==> src/rtl/led_pkg.sv <==
// rtl/led_pkg.sv - shared constants, palette, state encodings and helpers for the LED pattern generator
package led_pkg;

    // Envelope and blink timing, in 1 ms ticks
    localparam logic [7:0] IDLE_LEVEL    = 8'd32;
    localparam logic [7:0] ATTACK_STEP   = 8'd16;
    localparam logic [7:0] DECAY_STEP    = 8'd4;
    localparam logic [8:0] BLINK_HALF_MS = 9'd500;

    // Per music key colour, channel order R, G, B
    localparam logic [7:0] PALETTE [6][3] = '{
        '{8'd255, 8'd0,   8'd0  },
        '{8'd0,   8'd255, 8'd0  },
        '{8'd0,   8'd0,   8'd255},
        '{8'd255, 8'd255, 8'd0  },
        '{8'd0,   8'd255, 8'd255},
        '{8'd255, 8'd0,   8'd255}
    };

    // Music box state encodings; anything not listed behaves as idle
    localparam logic [4:0] CS_IDLE     = 5'd0;
    localparam logic [4:0] CS_SONG0    = 5'd1;
    localparam logic [4:0] CS_SONG1    = 5'd2;
    localparam logic [4:0] CS_PLAY_REC = 5'd3;
    localparam logic [4:0] CS_MAKE_REC = 5'd4;
    localparam logic [4:0] CS_BEE      = 5'd5;

    // Mode key slots on modeKeys_RGBColor
    localparam logic [2:0] MK_SONG0    = 3'd0;
    localparam logic [2:0] MK_SONG1    = 3'd1;
    localparam logic [2:0] MK_MAKE_REC = 3'd2;
    localparam logic [2:0] MK_PLAY_REC = 3'd3;
    localparam logic [2:0] MK_BEE      = 3'd4;

    typedef enum logic [1:0] {
        MS_IDLE,
        MS_BREATHE,
        MS_BLINK
    } mode_state_e;

    // Upper byte of colour * level: full-scale level gives (almost) full colour
    function automatic logic [7:0] scale_duty(input logic [7:0] color, input logic [7:0] level);
        logic [15:0] prod;
        prod = 16'(color) * 16'(level);
        return prod[15:8];
    endfunction

endpackage

==> src/rtl/led_envelope.sv <==
// rtl/led_envelope.sv - per-key attack/decay brightness envelope stepped by the 1 ms tick
module led_envelope
    import led_pkg::*;
(
    input  logic       clk,
    input  logic       reset,
    input  logic       tick,
    input  logic       key,
    output logic [7:0] env
);

    logic [7:0] env_q;
    logic [7:0] env_d;

    // Saturating rise while pressed, floor at the idle glow while released
    always_comb begin
        env_d = env_q;
        if (tick) begin
            if (key) begin
                env_d = (env_q > (8'd255 - ATTACK_STEP)) ? 8'd255 : env_q + ATTACK_STEP;
            end else begin
                env_d = (env_q < (IDLE_LEVEL + DECAY_STEP)) ? IDLE_LEVEL : env_q - DECAY_STEP;
            end
        end
    end

    // Envelope register
    always_ff @(posedge clk) begin
        if (reset) begin
            env_q <= IDLE_LEVEL;
        end else begin
            env_q <= env_d;
        end
    end

    assign env = env_q;

endmodule

==> src/rtl/led_pattern_generator.sv <==
// rtl/led_pattern_generator.sv - music key envelopes and mode key breathe/blink patterns
module led_pattern_generator
    import led_pkg::*;
(
    input  logic                  CLK_50Mhz,
    input  logic                  reset,
    input  logic                  CLK_1Khz,
    input  logic [4:0]            currentState,
    input  logic [5:0]            input_MusicKey,
    output logic [5:0][2:0][7:0]  musicKeys_RGBColor,
    output logic [4:0][7:0]       modeKeys_RGBColor
);

    logic [2:0]           sync_q, sync_d;
    logic                 tick_q, tick_d;
    logic [5:0][7:0]      env;
    logic [5:0][2:0][7:0] mus_q, mus_d;
    mode_state_e          state_q, state_d;
    logic [2:0]           key_q, key_d;
    logic [4:0]           prev_cs_q, prev_cs_d;
    logic [7:0]           tri_cnt_q, tri_cnt_d;
    logic                 tri_down_q, tri_down_d;
    logic [8:0]           ms_q, ms_d;
    logic                 blink_on_q, blink_on_d;
    logic [4:0][7:0]      mode_q, mode_d;

    // Two synchronizer stages plus one history bit; tick marks a synchronized rising edge
    always_comb begin
        sync_d = {sync_q[1:0], CLK_1Khz};
        tick_d = sync_q[1] & ~sync_q[2];
    end

    for (genvar k = 0; k < 6; k++) begin : g_env
        led_envelope u_env (
            .clk   (CLK_50Mhz),
            .reset (reset),
            .tick  (tick_q),
            .key   (input_MusicKey[k]),
            .env   (env[k])
        );
    end

    // Music outputs: palette colour scaled by each key's envelope
    always_comb begin
        mus_d = '0;
        for (int k = 0; k < 6; k++) begin
            for (int c = 0; c < 3; c++) begin
                mus_d[k][c] = scale_duty(PALETTE[k][c], env[k]);
            end
        end
    end

    // Mode decode and pattern counters; a state change restarts counters ahead of any tick advance
    always_comb begin
        prev_cs_d = currentState;
        state_d   = MS_IDLE;
        key_d     = MK_SONG0;
        case (currentState)
            CS_SONG0:    begin state_d = MS_BREATHE; key_d = MK_SONG0;    end
            CS_SONG1:    begin state_d = MS_BREATHE; key_d = MK_SONG1;    end
            CS_PLAY_REC: begin state_d = MS_BREATHE; key_d = MK_PLAY_REC; end
            CS_BEE:      begin state_d = MS_BREATHE; key_d = MK_BEE;      end
            CS_MAKE_REC: begin state_d = MS_BLINK;   key_d = MK_MAKE_REC; end
            default:     begin state_d = MS_IDLE;    key_d = MK_SONG0;    end
        endcase

        tri_cnt_d  = tri_cnt_q;
        tri_down_d = tri_down_q;
        ms_d       = ms_q;
        blink_on_d = blink_on_q;
        if (currentState != prev_cs_q) begin
            tri_cnt_d  = 8'd0;
            tri_down_d = 1'b0;
            ms_d       = 9'd0;
            blink_on_d = 1'b1;
        end else if (tick_q) begin
            if (!tri_down_q) begin
                if (tri_cnt_q == 8'd255) begin
                    tri_down_d = 1'b1;
                    tri_cnt_d  = 8'd254;
                end else begin
                    tri_cnt_d = tri_cnt_q + 8'd1;
                end
            end else begin
                if (tri_cnt_q == 8'd0) begin
                    tri_down_d = 1'b0;
                    tri_cnt_d  = 8'd1;
                end else begin
                    tri_cnt_d = tri_cnt_q - 8'd1;
                end
            end
            if (ms_q == BLINK_HALF_MS - 9'd1) begin
                ms_d       = 9'd0;
                blink_on_d = ~blink_on_q;
            end else begin
                ms_d = ms_q + 9'd1;
            end
        end
    end

    // Mode key outputs: idle glow everywhere except the one active key
    always_comb begin
        mode_d = '0;
        for (int i = 0; i < 5; i++) begin
            mode_d[i] = IDLE_LEVEL;
            if (key_q == 3'(i)) begin
                case (state_q)
                    MS_BREATHE: mode_d[i] = tri_cnt_q;
                    MS_BLINK:   mode_d[i] = blink_on_q ? 8'hFF : 8'h00;
                    default:    mode_d[i] = IDLE_LEVEL;
                endcase
            end
        end
    end

    // All state registers
    always_ff @(posedge CLK_50Mhz) begin
        if (reset) begin
            sync_q     <= '0;
            tick_q     <= 1'b0;
            mus_q      <= '0;
            state_q    <= MS_IDLE;
            key_q      <= MK_SONG0;
            prev_cs_q  <= CS_IDLE;
            tri_cnt_q  <= 8'd0;
            tri_down_q <= 1'b0;
            ms_q       <= 9'd0;
            blink_on_q <= 1'b1;
            mode_q     <= '0;
        end else begin
            sync_q     <= sync_d;
            tick_q     <= tick_d;
            mus_q      <= mus_d;
            state_q    <= state_d;
            key_q      <= key_d;
            prev_cs_q  <= prev_cs_d;
            tri_cnt_q  <= tri_cnt_d;
            tri_down_q <= tri_down_d;
            ms_q       <= ms_d;
            blink_on_q <= blink_on_d;
            mode_q     <= mode_d;
        end
    end

    assign musicKeys_RGBColor = mus_q;
    assign modeKeys_RGBColor  = mode_q;

endmodule

==> config.mk <==
export PLATFORM = sky130hd
export DESIGN_NAME = led_pattern_generator
export DESIGN_NICKNAME = d
export VERILOG_FILES = /design/src/rtl/led_pkg.sv /design/src/rtl/led_envelope.sv /design/src/rtl/led_pattern_generator.sv
export SDC_FILE = /design/constraint.sdc
export NUM_CORES = 1
export LEC_CHECK = 0
export ABC_AREA = 0
export ABC_CLOCK_PERIOD_IN_PS = 4600
export BUFFER_PORTS_ARGS = -buffer_cell sky130_fd_sc_hd__buf_2
export CAP_MARGIN = 15
export CORE_ASPECT_RATIO = 1.4
export CORE_MARGIN = 8
export CORE_UTILIZATION = 39
export CTS_BUF_LIST = sky130_fd_sc_hd__clkbuf_8
export CTS_CLUSTER_DIAMETER = 30
export DETAILED_ROUTE_END_ITERATION = 8
export PLACE_DENSITY_LB_ADDON = 0.12
export REMOVE_ABC_BUFFERS = 1
export SETUP_SLACK_MARGIN = 0.5
export SLEW_MARGIN = 20
export SYNTH_ARGS = -nofsm -noshare
export SYNTH_HDL_FRONTEND = slang
export SYNTH_SLANG_ARGS = --single-unit
==> constraint.sdc <==
create_clock -name CLK_50Mhz -period 4.6 [get_ports CLK_50Mhz]
set_clock_uncertainty 0.05 [all_clocks]
set_input_delay 0.92 -clock CLK_50Mhz [delete_from_list [all_inputs] [get_ports CLK_50Mhz]]
set_output_delay 0.92 -clock CLK_50Mhz [all_outputs]
set_load 0.02 [all_outputs]
# After elaboration in Yosys (flattened, before gate mapping)
# Cells that the tools add are included.
op_classes:
  n_addsub: 15
  n_mul: 6
  n_div: 0
  n_lt_le_gt_ge: 12
  eq_ne: 14
  shifts: 0
  mux: 34
  bitwise: 8
  reduce_logical: 10
ops:
  columns: ["operator", "count"]
  rows:
  - ["2-to-1 mux 8 bit", 22]
  - ["multiplier 8 x 8 -> 16 bit, first input constant", 6]
  - ["adder 8 x 5 -> 8 bit, second input constant", 6]
  - ["> comparator 8 bit, second input constant", 6]
  - ["< comparator 8 x 6 -> 1 bit, second input constant", 6]
  - ["subtractor 8 x 3 -> 8 bit, second input constant", 6]
  - ["2-to-1 mux 6 bit", 5]
  - ["case mux 8 bit (2 select lines)", 1]
  - ["case mux 3 bit (4 select lines)", 1]
  - ["OR reduction 2 bit", 6]
  - ["equality test 5 x 2 -> 1 bit, second input constant", 2]
  - ["equality test 5 x 3 -> 1 bit, second input constant", 2]
  - ["adder 9 x 1 -> 9 bit, second input constant", 1]
  - ["equality test 9 bit, second input constant", 1]
  - ["2-to-1 mux 9 bit", 1]
  - ["adder 8 x 1 -> 8 bit, second input constant", 1]
  - ["equality test 8 bit, second input constant", 1]
  - ["logical NOT 8 bit", 1]
  - ["subtractor 8 x 1 -> 8 bit, second input constant", 1]
  - ["inverter 1 bit", 7]
  - ["equality test 3 x 2 -> 1 bit, second input constant", 2]
  - ["equality test 5 x 1 -> 1 bit, second input constant", 1]
  - ["!= test 5 bit", 1]
  - ["case mux 2 bit (2 select lines)", 1]
  - ["9 further kinds", 11]
word_totals:
  register_bits: 241
  latchBits: 0
  ramBits: 0
  romBits: 0
  wordCells: 139
  memories: 0

# Longest topological paths before layout
# Gate-level depths: netlist of run 1.
depth:
  depth_word: 3
  depth_mapped: 18

# By module
# Synthesis of run 1 repeated with hierarchy kept, for this count alone.
unflattened:
  cells_unflattened: 1827
  area_unflattened_um2: 16121.7
modules_own_cells:
  columns: ["module", "n_inst", "cells_each", "area_per_inst_um2"]
  rows:
  - ["led_pattern_generator", 1, 1383, 12645.9]
  - ["led_envelope", 6, 74, 579.3]

# Worst setup path after synthesis of run 1
# No wires, ideal clock.
synth_timing:
  path_kind: "register to register"
  start: "register g_env[4].u_env.env_q[4]"
  end: "register mus_q (netlist bit musicKeys_RGBColor[118])"
  arrival_ps: 4550
  required_time_ps: 4427
  slack_ps: -123
  stages_incl_launch_ff: 17
  n_path_buf: 1
  period_less_slack_ps: 4723
  path_cell_list: "dfxtp_1 inv_1 fa_1 inv_1 fa_1 fa_1 inv_1 fa_1 inv_1 ha_1 clkbuf_1 a41oi_1 o21ai_1 a221oi_1 o21bai_1 a21oi_1 mux2_1"
synth_via:
  elab_chain_len: 1
synth_lines:
  columns: ["item", "line", "rtl"]
  rows:
  - ["from (decl)", "led_envelope.sv:12", "logic [7:0] env_q;"]
  - ["from (signal assigned)", "led_envelope.sv:32", "env_q <= env_d;"]
  - ["multiplier 8 x 8 -> 16 bit", "led_pkg.sv:44", "prod = 16'(color) * 16'(level);"]
  - ["to (signal assigned)", "led_pattern_generator.sv:133", "mus_q <= mus_d;"]
  - ["to (decl)", "led_pattern_generator.sv:17", "logic [5:0][2:0][7:0] mus_q, mus_d;"]
# Every way passes these cells.
# A chain may end at the register's enable or synchronous reset.

# Worst setup path in the final report of run 1
# Ends and elaborated chain as after synthesis.

==> impl_results.md, run 1 <==
* Status: complete, no violations
* I/O pins at roughly 200
* CP Launch Type: flop
* Mapped cell area at 15500 um^2
* RSZ-0062 raised after global routing: true
* CTS tree: built
* Seq/Total Area, Yosys at a little over a fifth
* WP buf/inv at 3
* P_int at 2400 uW
* Antenna viol nets, final at 0
* Pwr per Cell Area at around 210 nW/um^2
* Max cap viols at 0
* EDFF count, synth at 0
* Slew headroom at 57.9%
* Share of cells above drive strength 1 at between 20 and 25%
* Initial DRC count at approximately 320
* Initial antenna violation count at 1
* Synth Warn # at 0
* Setup slack at placement at roughly 0.052 ns
* Finished Layout Cells at 2485
* Register area at approximately 3300 um^2
* Critical Path AT at approximately 4.5 ns
* Fraction of synthesized area in multiplexers at less than 1%
* Cells after DPL at 2411
* Max Clk Rate at approximately 240 MHz
* Via count at approximately 12000
* Synth Area in Compound Gates at a little over an eighth
* Data required, critical path at 4.92 ns
* Part of the power in registers at roughly 40%
* Clock root cell: clkbuf_8
* Transition time of the tightest slew-check pin at 0.631 ns
* Logic gate share of total power at a little under a third
* Cells after Synth at approximately 1800
* Seq cells post-synth at around 160
* Clock buffer depth at 2
* Core footprint at roughly 39000 um^2
* Final hold violation count at 0
* P&R area growth vs syn at 16.6%
* Wire length per cell at roughly 14 um
* Worst-path fanout max at 3
* P_leak at about 0.0088 uW
* Starting density of the core at ~39%
* DRC viols at 0
* Avg Cell Area, Syn at a little under 9 um^2
* Via density at about 4.8
* CP endpoint kind: flop
* Die ar. at between 40000 and 50000 um^2
* Vias in the first global route at 12100
* Clock Power Share at between 30% and 40%
* GRT Util Overall at 14.6%
* Critical setup path kind: flop to flop
* Simple-gate portion of the synthesized area at around 13%
* Filler cells at 3950
* CTS clk-pin slew, worst paths at 0.12 ns
* HP Class: flop to flop
* First-pass GRT wire length at between 50 and 60 mm
* Largest net degree at the start of global routing at 54
* Cell family with most CP delay: adder cells
* GPL Wtd Cong at roughly 0.83
* Routed WL at between 30 and 40 mm
* Synth cell types at 69
* Maximum vdd drop at about 0.15 mV
* Area occupied by multi-input gates at 11500 um^2
* CTS buffer count at 17
* Sw frac at 36.7%
* Slew Limit Fails at 0
* CTS sink cnt at ~160
* DP HPWL at around 27 mm
* Max incr delay on CP at 0.56 ns
* Final worst setup slack at approximately 0.42 ns
* # nets final at 2338
* TritonRoute pass-1 iters at 4
* Htree depth at 4
* IO buf count at between 100 and 150
* Crit share post-route at approximately 90%
* Final setup vio count at 0
* Total gr overflow at 0
* Main combinational cell family by area after synthesis: adder cells
* Xor/xnor share of the synthesized area at between 5 and 6%
* CP most frequent cell: fa_1
* Most used DFF post-synth: dfxtp_1
* Die H at roughly 250 um
* NetSw at 1390 uW
* Critical-path cell list: inv_2 > fa_1 > inv_2 > buf_6 > fa_2 > fa_1 > fa_1 > ha_4 > a41oi_2 > o21ai_2 > a221oi_2 > o21bai_1 > a21oi_1 > mux2_1
* Die X at 185 um
* Crit path time final at about 4.2 ns
* Hold Buf Count CTS at 0
* Row cnt at 86
* Slowest stage cell, crit path: fa_1
* Clk_lat worst skew at about 0.5 ns
* Ys async rst share at 0%
* Post-Synth Adder-Cell Area at a little over a third
==> repair_timing <==
item	4_1_cts	5_1_grt
resized for setup	104	112
pin swaps	56	71
setup endpoints to repair	33	38
setup buffers	24	17
==> final timing paths <==
| kind | endpoint | from | cells past startpoint | slack, ns |
|---|---|---|---|---|
| setup / recovery | musicKeys_RGBColor[118] | g_env[4].u_env.env[4] | 14 | 0.42 |
| hold / removal | tick_q | sync_q[2] | 1 | 0.34 |
| setup reg to reg | musicKeys_RGBColor[118] | g_env[4].u_env.env[4] | 14 | 0.42 |
| hold reg to reg | tick_q | sync_q[2] | 1 | 0.34 |
==> per-layer routing <==
metal | GRT usage, % | vias up | share of wire [%]
li1 | - | 6037 | -
met1 | 16.4 | 5617 | 42
met2 | 28.1 | 175 | 54
met3 | 2.17 | 31 | 2.8
met4 | 3.83 | 0 | 1.3
met5 | 0 | - | 0
==> metrics by stage <==
stage | setup TNS, ns | hold WS (ns) | area, um^2 | total power [uW] | utilization, %
2_1_floorplan | -0.0606 | 0.317 | 14900 | 2260 | -
3_3_place_gp | 0 | 0.312 | 16600 | 2520 | 42.1
3_5_place_dp | 0 | 0.323 | 16600 | 2530 | 42.1
4_1_cts | 0 | 0.342 | 17600 | 3800 | 44.7
5_1_grt | 0 | 0.351 | 18100 | 4060 | 46.0
6_report | 0 | 0.338 | 18100 | 3800 | 46.0
==> final cells by class <==
cell class	count	share of cell area, %
diodes	1	0.0138
clock buffers	17	1.29
clock inverters	15	1.15
inverters	228	4.79
multi-input cells	1313	63.4
flip-flops and latches	163	18.3
well taps	528	3.65
repair buffers	220	7.46
==> placed cells by master (no fill, tap or decap), types with 10 or more instances in the layout <==
cell      instances
a21o_1           28
a21oi_1          68
a21oi_2          15
a22oi_1          27
and2_1           11
buf_2           124
buf_4            93
clkbuf_8         17
conb_1           72
dfxtp_1         137
dfxtp_2          18
fa_1             88
fa_2             18
ha_1            253
ha_4             18
inv_1           185
inv_2            38
nand2_1         100
nand2b_1         20
nand4_1          14
nor2_1          197
nor2b_1          18
nor3_1           19
o21a_1           13
o21ai_0          46
o21ai_1          13
o21bai_1         10
xnor2_1          63
xor2_1           18
==> power groups by stage <==
stage	clock network (uW)	logic, uW	registers (uW)
after floorplan	0	593	1660
after global placement	0	985	1540
after detailed placement	0	986	1540
after CTS	1220	1070	1510
after global routing	1270	1270	1510
final	1150	1150	1500
==> synthesized netlist by cell type, drive strengths merged, types with 3 or more instances <==
cell | number | share of area, %
clkbuf | 37 | 0.92
nor3 | 22 | 0.71
o21ai | 69 | 2.2
a221oi | 4 | 0.23
inv | 228 | 5.5
ha | 275 | 22
or2 | 13 | 0.52
nand4 | 14 | 0.56
dfxtp | 163 | 21
o21a | 13 | 0.63
a21oi | 85 | 2.7
nor2b | 18 | 0.72
buf | 104 | 4.9
o31ai | 6 | 0.29
a211oi | 15 | 0.72
a22oi | 27 | 1.3
xor2 | 18 | 1.0
a21o | 28 | 1.4
nand2b | 20 | 0.80
a311oi | 7 | 0.39
o21bai | 10 | 0.48
nand2 | 100 | 2.4
and2 | 11 | 0.44
nor2 | 200 | 4.8
o22ai | 9 | 0.36
mux2 | 8 | 0.58
nand3 | 9 | 0.29
nor4 | 6 | 0.32
fa | 106 | 14
xnor2 | 72 | 4.1
o211ai | 6 | 0.29
and3 | 9 | 0.36
a21boi | 10 | 0.48
mux2i | 3 | 0.19
or3 | 4 | 0.16
a31oi | 11 | 0.44
==> worst register-to-register path: cells and delay by family, from the launching register on <==
kind	cells	cell delay, ns
buffers and inverters	3	0.22
adders and majority gates	5	2.29
AOI/OAI and AO/OA	5	0.85
DFF	1	0.34
muxes	1	0.32
==> kinds of logic (layout without fill, tap and decap cells) <==
family	after synthesis	after routing
adders and majority gates	381	381
AOI/OAI and AO/OA	325	325
DFF	163	163
xor gates and xnor gates	90	90
buffers and inverters	369	480
and+or+nand+nor	434	434
other	1	73
muxes	11	11
==> sequential cells by signal (all words and copies together) (netlist names), 2 cells and up <==
| signal | flops |
|---|---|
| state_q | 2 |
| musicKeys_RGBColor | 48 |
| g_env.u_env.env | 42 |
| tri_cnt_q | 8 |
| prev_cs_q | 5 |
| sync_q | 3 |
| key_q | 3 |
| modeKeys_RGBColor | 40 |
| ms_q | 9 |
Note: power is estimated with default switching activity, not from simulation.
==> run 2: changes to the inputs <==
--- a/config.mk
+++ b/config.mk
@@ -11,8 +11,7 @@
 export CAP_MARGIN = 15
 export CORE_ASPECT_RATIO = 1.4
 export CORE_MARGIN = 8
-export CORE_UTILIZATION = 39
-export CTS_BUF_LIST = sky130_fd_sc_hd__clkbuf_8
+export CORE_UTILIZATION = 54
 export CTS_CLUSTER_DIAMETER = 30
 export DETAILED_ROUTE_END_ITERATION = 8
 export PLACE_DENSITY_LB_ADDON = 0.12
==> run 2 against run 1 <==
Effect of this change:
- fmax shrank 0.20%
- critical path depth grew 2
- non-clock buffer count shrank 3
- flip-flop and latch count is the same
- die area shrank 26%
- cell count shrank 6.3%
- clock-buffer cell count is the same
- final area shrank 0.69%
- critical path type unchanged
- largest power group is now the clock network
==> impl_results.md, run 2 (same netlist as run 1, synthesis figures left out) <==
* Status: complete, no violations
* Critical-path cell list: inv_2 > fa_1 > inv_2 > fa_2 > xor2_1 > ha_1 > inv_1 > fa_1 > inv_1 > ha_4 > a41oi_2 > o21ai_2 > a221oi_2 > o21bai_2 > a21oi_2 > mux2_1
* Die X at 159 um (-14%)
* First-pass GRT wire length at 57.1 mm (about the same)
* I/O pins at 198 (unchanged)
* Worst Hold End: tick_q
* Commonest cells after routing, fill and taps aside: ha_1 (254), nor2_1 (198), inv_1 (194), dfxtp_1 (144), buf_2 (124)
* Register-to-register setup slack at 0.41 ns (about the same)
* DP HPWL at 26.0 mm (-2.8%)
* Slowest stage cell, crit path: fa_2
* IO buf count at 125 (unchanged)
* Initial DRC count at 469 (+46%)
* Critical setup path kind: flop to flop
* Data required, critical path at 4.88 ns (-0.04 ns)
* Routed WL at 33.8 mm (-1.4%)
* P&R area growth vs syn at 15.8%
* Finished Layout Cells at 2328 (-6.3%)
* Worst r2r src: g_env[4].u_env.env[4]
* Setup TNS at 0 ns (unchanged)
* Total gr overflow at 0 (unchanged)
* RSZ-0062 raised after global routing: true
* CTS sink cnt at 163 (unchanged)
* Htree depth at 4 (unchanged)
* Filler cells at 2431 (-38%)
* R2R Path End: musicKeys_RGBColor[118]
* CTS clk-pin slew, worst paths at 0.07 ns (-0.05 ns)
* Starting density of the core at 54.7% (+15 points)
* Maximum vdd drop at 0.247 mV (+62%)
* P_leak at 0.00887 uW (+0.84%)
* Hold Startpoint: sync_q[2]
* Most common cell after layout, fill and taps aside: ha_1
* Vias in the first global route at 12400 (+2.4%)
* TritonRoute pass-1 iters at 5 (+1)
* Core footprint at 28400 um^2 (-28%)
* Clock root cell: clkbuf_16
* Largest register FFs at 48 (unchanged)
* HP Class: flop to flop
* Worst-path fanout max at 6 (+3)
* Wire length per cell at 14.5 um (+5.3%)
* Pwr per Cell Area at 234 nW/um^2 (+12%)
* Power, Total at 4210 uW (+11%)
* CP Launch Type: flop
* Clk_lat worst skew at 0.45 ns (-0.05 ns)
* Final setup vio count at 0 (unchanged)
* # nets final at 2335 (-0.13%)
* ANT cells at 0 (-1)
* Share of cells above drive strength 1 at 21.3% (-1.4 points)
* CTS tree: built
* GPL Wtd Cong at 0.865 (+4.8%)
* Crit path time final at 4.19 ns (+0.00837 ns)
* Cell family with most CP delay: adder cells
* Die ar. at 34600 um^2 (-26%)
* DRC viols at 0 (unchanged)
* Slew headroom at 55.2% (-2.7 points)
* Cells after DPL at 2252 (-6.6%)
* Max incr delay on CP at 0.58 ns (+0.02 ns)
* Via density at 5.16 (+8.1%)
* Transition time of the tightest slew-check pin at 0.672 ns (+0.0410 ns)
* Max cap viols at 0 (unchanged)
* CP endpoint kind: flop
* Critical Path AT at 4.47 ns (-0.04 ns)
* Clock buffer depth at 2 (unchanged)
* R2r worst-path depth at 16 (+2)
* Max Clk Rate at 239 MHz (-0.20%)
* Worst hold path depth at 1 (unchanged)
* Crit share post-route at 91.1% (+0.18 points)
* Slew Limit Fails at 0 (unchanged)
* CTS buffer count at 17 (unchanged)
* GRT Util Overall at 19.5% (+4.9 points)
* Final hold violation count at 0 (unchanged)
* Via count at 12000 (+1.3%)
* Die H at 217 um (-14%)
* WP buf/inv at 4 (+1)
* Largest net degree at the start of global routing at 63 (+17%)
* Antenna viol nets, final at 0 (unchanged)
* Row cnt at 73 (-15%)
* Initial antenna violation count at 0 (-1)
[run 2: how the worst max path moves through the flow]
| stage | slack, ns | start | to | cells past startpoint |
|---|---|---|---|---|
| after floorplan | -0.06 | g_env[4].u_env.env[4] | musicKeys_RGBColor[118] | 15 |
| after global placement | 0.09 | g_env[4].u_env.env[2] | musicKeys_RGBColor[118] | 15 |
| after detailed placement | -0.01 | g_env[4].u_env.env[5] | musicKeys_RGBColor[118] | 13 |
| after CTS | 0.37 | g_env[4].u_env.env[4] | musicKeys_RGBColor[118] | 14 |
| after global routing | 0.26 | g_env[4].u_env.env[4] | musicKeys_RGBColor[118] | 16 |
| final | 0.41 | g_env[4].u_env.env[4] | musicKeys_RGBColor[118] | 16 |
[run 2: final cells by class]
class	count	area, um^2	area share, %
clock buffer	17	425	2.36
clock inverter	15	213	1.18
inverter	228	863	4.80
multi-input combinational	1313	11400	63.3
sequential	163	3300	18.3
tap	375	469	2.61
timing repair buffer	217	1330	7.37
[run 2: routing by layer]
metal	share of wire (%)	track usage, %	up-vias	wire [um]
li1	-	-	6044	-
met1	40	20.7	5724	13600
met2	55	37.9	206	18400
met3	3.3	3.25	41	1100
met4	1.9	6.97	0	630
met5	0	0	-	0
[run 2: per-stage QoR]
step	setup slack, ns	cell area, um^2	utilization [%]	hold slack, ns
detailed placement	-0.0130	16400	57.6	0.324
CTS	0.366	17400	61.3	0.336
finish	0.409	18000	63.4	0.330
floorplan	-0.0606	14900	-	0.317
global placement	0.0922	16400	57.6	0.327
global route	0.257	18000	63.4	0.361
[run 2: power breakdown]
group | internal, uW | switching, uW | total, uW
sequential | 1480 | 28.1 | 1500
clock | 838 | 709 | 1550
combinational | 467 | 687 | 1150
total | 2780 | 1420 | 4210
[run 2: what timing repair did]
item,CTS,global route
gates resized for setup,76,98
hold endpoints to repair,0,0
setup buffers,15,29
hold buffers,0,0
pin swaps,42,73
endpoints found under the setup margin,37,41
[run 2: worst reg2reg max path, stage by stage (launching register included)]
cell and delay (ns):
dfxtp_2 0.33, inv_2 0.04, fa_1 0.54, inv_2 0.05, fa_2 0.58, xor2_1 0.09, ha_1 0.28, inv_1 0.05
fa_1 0.53, inv_1 0.07, ha_4 0.26, a41oi_2 0.21, o21ai_2 0.09, a221oi_2 0.31, o21bai_2 0.11, a21oi_2 0.14
mux2_1 0.34
